<file path="src/rtl/magnitude_compare_seq_if.sv">
// Purpose: handshake and operand/result bundle for the sequenced magnitude comparator.
// Latency: none (signal bundle only).
// Backpressure: start is honoured only while the comparator reports busy low.
interface magnitude_compare_seq_if #(
    parameter int WIDTH = 32,
    parameter int CHUNK = 4
);
    localparam int NSLICE = WIDTH / CHUNK;
    localparam int CW     = $clog2(NSLICE) + 1;

    logic              start;
    logic [WIDTH-1:0]  x1;
    logic [WIDTH-1:0]  x2;
    logic              busy;
    logic              done;
    logic              L;
    logic              E;
    logic              G;
    logic [CW-1:0]     cycles;

    // Requester side: issues compares and consumes the result.
    modport master (
        output start, x1, x2,
        input  busy, done, L, E, G, cycles
    );

    // Comparator side.
    modport slave (
        input  start, x1, x2,
        output busy, done, L, E, G, cycles
    );
endinterface

</file>
<file path="src/rtl/magnitude_compare_seq.sv">
// Purpose: unsigned magnitude compare of two WIDTH-bit operands, CHUNK bits per clock, MSB-first with early exit.
// Latency: start edge + k COMPARE cycles (1..NSLICE); done pulses in cycle k+1, results hold until the next accept.
// Backpressure: start is ignored while busy (COMPARE and DONE); nothing is queued.
module magnitude_compare_seq #(
    parameter int WIDTH = 32,
    parameter int CHUNK = 4
) (
    input  logic                    clk,
    input  logic                    rst_n,
    magnitude_compare_seq_if.slave  bus
);
    // WIDTH must be a multiple of CHUNK; NSLICE is derived and fixed.
    localparam int NSLICE = WIDTH / CHUNK;
    localparam int IDXW   = (NSLICE > 1) ? $clog2(NSLICE) : 1;
    localparam int CW     = $clog2(NSLICE) + 1;

    typedef enum logic [1:0] {
        S_IDLE    = 2'd0,
        S_COMPARE = 2'd1,
        S_DONE    = 2'd2
    } state_t;

    state_t             r_state;
    logic [WIDTH-1:0]   r_a1;
    logic [WIDTH-1:0]   r_a2;
    logic [IDXW-1:0]    r_idx;
    logic [CW-1:0]      r_cnt;
    logic               r_busy;
    logic               r_done;
    logic               r_l;
    logic               r_e;
    logic               r_g;
    logic [CW-1:0]      r_cycles;

    logic [CHUNK-1:0]   w_s1;
    logic [CHUNK-1:0]   w_s2;
    logic [WIDTH-1:0]   w_a1_nxt;
    logic [WIDTH-1:0]   w_a2_nxt;

    // The operands are shifted left as slices are consumed, so the slice
    // under test is always the top CHUNK bits: a constant part-select keeps
    // the per-cycle compare path short and avoids a variable-index mux.
    assign w_s1 = r_a1[WIDTH-1 -: CHUNK];
    assign w_s2 = r_a2[WIDTH-1 -: CHUNK];

    generate
        if (NSLICE > 1) begin : g_shift
            assign w_a1_nxt = {r_a1[WIDTH-CHUNK-1:0], {CHUNK{1'b0}}};
            assign w_a2_nxt = {r_a2[WIDTH-CHUNK-1:0], {CHUNK{1'b0}}};
        end else begin : g_single
            // One slice only: the first compare always terminates.
            assign w_a1_nxt = r_a1;
            assign w_a2_nxt = r_a2;
        end
    endgenerate

    // Controller: accept in IDLE, walk slices MSB-first, publish a registered result.
    always_ff @(posedge clk or negedge rst_n) begin
        if (!rst_n) begin
            r_state  <= S_IDLE;
            r_a1     <= '0;
            r_a2     <= '0;
            r_idx    <= '0;
            r_cnt    <= '0;
            r_busy   <= 1'b0;
            r_done   <= 1'b0;
            r_l      <= 1'b0;
            r_e      <= 1'b0;
            r_g      <= 1'b0;
            r_cycles <= '0;
        end else begin
            r_done <= 1'b0;
            case (r_state)
                S_IDLE: begin
                    if (bus.start) begin
                        r_a1    <= bus.x1;
                        r_a2    <= bus.x2;
                        r_idx   <= IDXW'(NSLICE - 1);
                        r_cnt   <= '0;
                        r_l     <= 1'b0;
                        r_e     <= 1'b0;
                        r_g     <= 1'b0;
                        r_busy  <= 1'b1;
                        r_state <= S_COMPARE;
                    end
                end
                S_COMPARE: begin
                    if (w_s1 > w_s2) begin
                        r_g      <= 1'b1;
                        r_l      <= 1'b0;
                        r_e      <= 1'b0;
                        r_cycles <= r_cnt + CW'(1);
                        r_done   <= 1'b1;
                        r_state  <= S_DONE;
                    end else if (w_s1 < w_s2) begin
                        r_l      <= 1'b1;
                        r_g      <= 1'b0;
                        r_e      <= 1'b0;
                        r_cycles <= r_cnt + CW'(1);
                        r_done   <= 1'b1;
                        r_state  <= S_DONE;
                    end else if (r_idx == '0) begin
                        r_e      <= 1'b1;
                        r_l      <= 1'b0;
                        r_g      <= 1'b0;
                        r_cycles <= CW'(NSLICE);
                        r_done   <= 1'b1;
                        r_state  <= S_DONE;
                    end else begin
                        r_idx <= r_idx - IDXW'(1);
                        r_cnt <= r_cnt + CW'(1);
                        r_a1  <= w_a1_nxt;
                        r_a2  <= w_a2_nxt;
                    end
                end
                S_DONE: begin
                    // busy covers the done cycle so a held start cannot be
                    // accepted until the cycle after done.
                    r_busy  <= 1'b0;
                    r_state <= S_IDLE;
                end
                default: begin
                    r_busy  <= 1'b0;
                    r_state <= S_IDLE;
                end
            endcase
        end
    end

    assign bus.busy   = r_busy;
    assign bus.done   = r_done;
    assign bus.L      = r_l;
    assign bus.E      = r_e;
    assign bus.G      = r_g;
    assign bus.cycles = r_cycles;
endmodule

</file>
<file path="src/flat_wrapper.sv">
// flat-port wrapper written by rule: the top's interface ports become plain ports
module magnitude_compare_seq_flat 
#(
    parameter int WIDTH = 32,
    parameter int CHUNK = 4
)
  (clk, rst_n, bus_start, bus_x1, bus_x2, bus_busy, bus_done, bus_L, bus_E, bus_G, bus_cycles);
  magnitude_compare_seq_if #(.WIDTH(WIDTH), .CHUNK(CHUNK)) bus_i ();
  input  logic clk;
  input  logic rst_n;
  input wire logic [$bits(bus_i.start)-1:0] bus_start;
  input wire logic [$bits(bus_i.x1)-1:0] bus_x1;
  input wire logic [$bits(bus_i.x2)-1:0] bus_x2;
  output wire logic [$bits(bus_i.busy)-1:0] bus_busy;
  output wire logic [$bits(bus_i.done)-1:0] bus_done;
  output wire logic [$bits(bus_i.L)-1:0] bus_L;
  output wire logic [$bits(bus_i.E)-1:0] bus_E;
  output wire logic [$bits(bus_i.G)-1:0] bus_G;
  output wire logic [$bits(bus_i.cycles)-1:0] bus_cycles;
  assign bus_i.start = bus_start;
  assign bus_i.x1 = bus_x1;
  assign bus_i.x2 = bus_x2;
  assign bus_busy = bus_i.busy;
  assign bus_done = bus_i.done;
  assign bus_L = bus_i.L;
  assign bus_E = bus_i.E;
  assign bus_G = bus_i.G;
  assign bus_cycles = bus_i.cycles;
  magnitude_compare_seq #(.WIDTH(WIDTH), .CHUNK(CHUNK)) u_core (.clk(clk), .rst_n(rst_n), .bus(bus_i));
endmodule
</file>
<file path="config.mk">
export PLATFORM = sky130hd
export DESIGN_NAME = magnitude_compare_seq_flat
export DESIGN_NICKNAME = d
export VERILOG_FILES = /design/src/rtl/magnitude_compare_seq_if.sv /design/src/rtl/magnitude_compare_seq.sv /design/src/flat_wrapper.sv
export SDC_FILE = /design/constraint.sdc
export NUM_CORES = 1
export LEC_CHECK = 0
export ABC_CLOCK_PERIOD_IN_PS = 3900
export CAP_MARGIN = 15
export CORE_AREA = 2 2 109 111
export CTS_BUF_LIST = sky130_fd_sc_hd__clkbuf_8
export DETAILED_ROUTE_END_ITERATION = 12
export DIE_AREA = 0 0 111 113
export PLACE_DENSITY = 0.54
export SETUP_SLACK_MARGIN = 0.2
export SYNTH_ARGS = -nofsm -noshare
export SYNTH_HDL_FRONTEND = slang
export SYNTH_SLANG_ARGS = --single-unit
</file>
<file path="constraint.sdc">
create_clock -name clk -period 3.9 [get_ports clk]
set_input_delay 0.78 -clock clk [delete_from_list [all_inputs] [get_ports clk]]
set_output_delay 0.78 -clock clk [all_outputs]
set_load 0.02 [all_outputs]
</file>
After elaboration in Yosys (flattened, before gate mapping):

Index checks and enable logic that the tools add are counted.

* register bits: 82
* input bits: 67
* logic and storage cells: 77

* $add $sub $neg: 2
* magnitude comparators: 2
* equal/unequal tests: 6
* multiplexer cells: 46
* bitwise gates (word level): 1
* reduce and logical (&&, ||, !) cells: 9

Operators with widths (number)
* two-way mux 32 bit: 8
* case mux 32 bit (2 select lines): 2
* two-way mux 4 bit: 7
* two-way mux 1 bit: 14
* two-way mux 3 bit: 4
* two-way mux 2 bit: 4
* != test 2 bit, second input constant: 4
* case mux 1 bit (2 select lines): 4
* case mux 4 bit (2 select lines): 1
* case mux 3 bit (2 select lines): 1
* AND reduction 2 bit: 3
* AND reduction 5 bit: 1
* adder 4 x 1 -> 4 bit, second input constant: 1
* > comparator 4 bit: 1
* < comparator 4 bit: 1
* != test 4 x 1 -> 1 bit, second input constant: 1
* case mux 2 bit (2 select lines): 1
* zero test 3 bit: 1
* AND reduction 3 bit: 1
* nonzero test 3 bit: 1
* subtractor 3 x 1 -> 3 bit, second input constant: 1
* equality test 2 x 1 -> 1 bit, second input constant: 1
* zero test 2 bit: 1
* nonzero test 2 bit: 1
* NOT 1 bit: 1

Logic depth before layout (Yosys ltp):

* word-level depth: 5
* depth in mapped cells: 9

Worst setup path after synthesis:

Ideal clock, no wire load.

* path type: flip-flop to flip-flop
* start point: register u_core.r_a2[31]
* end point: register u_core.r_a1[25]
* setup time: 128 ps
* arrival: 1657 ps
* path slack: 2115 ps
* cell stages (with the launch flop): 8
* buffers on the path: 1
* path through: dfrtp_1 inv_1 ha_1 a21o_1 o311a_4 nor2_4 buf_2 o21ai_0

* cells in the longest elaborated chain, start to end: 3

Ends and longest elaborated chain
* start: declaration: line magnitude_compare_seq.sv:25 `logic [WIDTH-1:0] r_a2;`
* start signal: assignment: line magnitude_compare_seq.sv:77 `r_a2 <= bus.x2;`
* start signal: assignment: line magnitude_compare_seq.sv:113 `r_a2 <= w_a2_nxt;`
* > comparator 4 bit / < comparator 4 bit (equally long branches): line magnitude_compare_seq.sv:88, magnitude_compare_seq.sv:95
* != test 2 bit (no line)
* AND reduction 5 bit (no line) *
* end signal: assignment: line magnitude_compare_seq.sv:76 `r_a1 <= bus.x1;`
* end signal: assignment: line magnitude_compare_seq.sv:112 `r_a1 <= w_a1_nxt;`
* end: declaration: line magnitude_compare_seq.sv:24 `logic [WIDTH-1:0] r_a1;`

Every way passes the cells marked *; elsewhere a longest branch is shown, timed or not.
A chain may end at the register's enable or synchronous reset.

Worst setup path after layout:

* start point: register u_core.r_a2[31]
* end point: register u_core.r_a1[13]

Same word-level chain as after synthesis.

==> reports/metrics.csv <==
metric;value;unit
fill count;1067;
Seq cells post-synth;82;
root buf cell;clkbuf_8;
Nets;509;
ANT nets after route;0;
diode count;0;
dpl cells;566;
Clock Latency Late Sink;0.35;ns
Port Buf Inserts;75;
CP max stage delay;0.75;ns
slowest CP cell;nor2_4;
Hold Buf Count CTS;0;
post-CTS setup buffers;0;
layout cell share with drive strength beyond 1;6.59;%
maxcap violations;0;
Required @ worst endpoint;4.13;ns
crit path kind;flip-flop to flip-flop;
Post-synth EDFFs;0;
post-layout instance area;0.00499;mm²
Routed WL;8860;µm
worst flop-to-flop path startpoint;u_core.r_a2[31];
GPL Wtd Cong;0.715;
critical path peak fanout;48;
all-layer global routing usage;14.6;%
Max Fclk;0.369;GHz
startpoint types;flip-flop;
standby leakage power;0.00219;µW
depth of the most critical reg-to-reg path;7;
Slew @ Worst Pin;0.977;ns
grt ovf;0;
largest cells by area after synthesis;dfrtp_1 (52%), mux2i_1 (14%), nand3_1 (8.7%);
Min Clock Period, post-route;2.71;ns
DR iter-0 viols;150;
Die H;113;µm
Initial Util;34.7;%
WP buf/inv;2;
Syn Area/Cell;10.6;µm²
row count;39;
overall power;3440;µW
drt pass-1 iters;5;
Worst R2R End;u_core.r_a1[13];
die width;111;µm
critical path capture point type;flip-flop;
routed vias;2971;
max-slew violations;0;
Worst Clk Skew;0.00958;ns
Num CTS Buffers;9;
ratio of total power to cell area;689;mW/mm²
DR WL/cell;15.2;µm
CP arrival;2.93;ns
Post-Layout Cell Count;583;
Clock Sinks;82;
area used by multi-input combinational logic;0.00169;mm²
Main synth FF type;dfrtp_1;
worst vdd rail ir drop;0.320;mV
CTS tree;yes;
post-synthesis sequential area ratio;52.4;%
ys async rst share;100;%
top-count cell post-synth;dfrtp_1;
area fraction of the dominant cell type after synthesis;52.4;%
synth unique cells;38;
status;finished clean;
# IOs;76;
crit-path leading delay family;simple AND/OR/NAND/NOR gates;
worst path cell trace;inv_1, ha_1, a21o_1, o311a_4, nor2_4, buf_4, o21ai_0;
core box area;0.0113;mm²
vias in the first global route;3006;
Hold WC Path Type;primary input to async pin;
Fin Setup TNS;0;ns
period utilisation layout;69.4;%
initial antenna violation count;0;
placement-stage cell area;0.00476;mm²
Clock transition at path regs;0.09;ns
Post-Syn Instances;370;
H-tree Lvls;3;
leading area contributor after synthesis;dfrtp_1;
global-route wire length before repair;15000;µm
Layout area overhead;27.5;%
final setup vio count;0;
Post-Syn Area;0.00392;mm²
largest net degree at the start of global routing;83;
RSZ-0062 raised after global routing;false;
number of vias per cell;5.10;
number of gates resized after cts;0;
Post-DP HPWL;5590;µm
Reg2Reg Setup Slack;1.19;ns
hold slack;0.265;ns
Final Hold Fails;0;
worst rel slew slack;34.7;%
die area;0.0125;mm²
Clock Tree Buf Depth;2;
syn_nets;444;
# DRC;0;
total number of yosys warnings;0;
most frequent cells after synthesis;dfrtp_1 (82), nand3_1 (68), mux2i_1 (56), o21ai_0 (54), nand2_1 (19);
Storage cell area;0.00205;mm²
==> flip-flops by register name, indices dropped and copies added, names as in the netlist <==
register           cells
u_core.bus.E           1
u_core.bus.G           1
u_core.bus.L           1
u_core.r_cnt           4
u_core.r_state         2
u_core.r_a2           32
u_core.bus.done        1
u_core.r_a1           32
u_core.bus.cycles      4
u_core.bus.busy        1
u_core.r_idx           3
==> power breakdown <==
| part | switching [µW] | internal, µW |
|---|---|---|
| registers | 201 | 1220 |
| clock network | 305 | 328 |
| logic | 777 | 607 |
| total | 1280 | 2160 |
==> placed cells by master (no fill, tap or decap), types with 2 or more instances in the layout <==
cell type,synthesis,layout
dfrtp_1,82,82
clkdlybuf4s50_1,0,74
nand3_1,68,68
mux2i_1,56,56
o21ai_0,54,54
nand2_1,19,19
inv_1,12,13
clkbuf_8,0,11
ha_1,7,7
buf_4,1,7
o21ai_1,6,6
a21oi_1,4,4
nor2_1,3,3
a22oi_1,3,3
a22o_1,3,3
a21o_1,2,2
xor2_1,2,2
nor3b_1,2,2
clkinvlp_4,0,2
==> worst max-delay path by stage <==
stage / depth (start not counted) / to / from
finish: 7 / u_core.r_a1[13] / u_core.r_a2[31]
global route: 7 / u_core.r_a1[23] / u_core.r_a2[31]
CTS: 7 / u_core.r_a1[13] / u_core.r_a2[31]
detailed placement: 5 / u_core.r_a1[13] / bus_start
global placement: 5 / u_core.r_a1[28] / bus_start
floorplan: 7 / u_core.r_a1[25] / u_core.r_a2[31]
==> routing by layer <==
layer,part of all wire (%),up-vias,global-route usage [%],routed length [µm]
met5,0,-,0,0
met4,0.98,0,5.00,87
met3,3.6,8,3.05,318
met2,47,53,22.4,4130
met1,49,1450,20.8,4330
li1,-,1460,-,-
==> cell type report <==
| type | count | share of cell area (%) |
|---|---|---|
| tap | 143 | 3.58 |
| clock inverter | 5 | 1.08 |
| multi-input combinational | 248 | 33.8 |
| clock buffer | 11 | 3.03 |
| sequential | 82 | 41.1 |
| timing repair buffer | 82 | 16.4 |
| inverter | 12 | 0.902 |
==> kinds of logic after synthesis <==
logic type | Yosys count | synth area share, %
AOI/OAI and AO/OA | 82 | 12.7
xor gates and xnor gates | 2 | 0.448
adders and majority gates | 7 | 2.24
buffers and inverters | 40 | 4.63
DFF | 82 | 52.4
muxes | 56 | 14.3
and+or+nand+nor | 101 | 13.3
==> metrics by stage <==
stage | worst slack, ns | util (%)
2_1_floorplan | 2.12 | -
3_3_place_gp | 0.999 | 42.2
3_5_place_dp | 0.954 | 42.2
4_1_cts | 1.17 | 44.0
5_1_grt | 0.973 | 44.3
6_report | 1.19 | 44.3
Note: power is estimated with default switching activity, not from simulation.
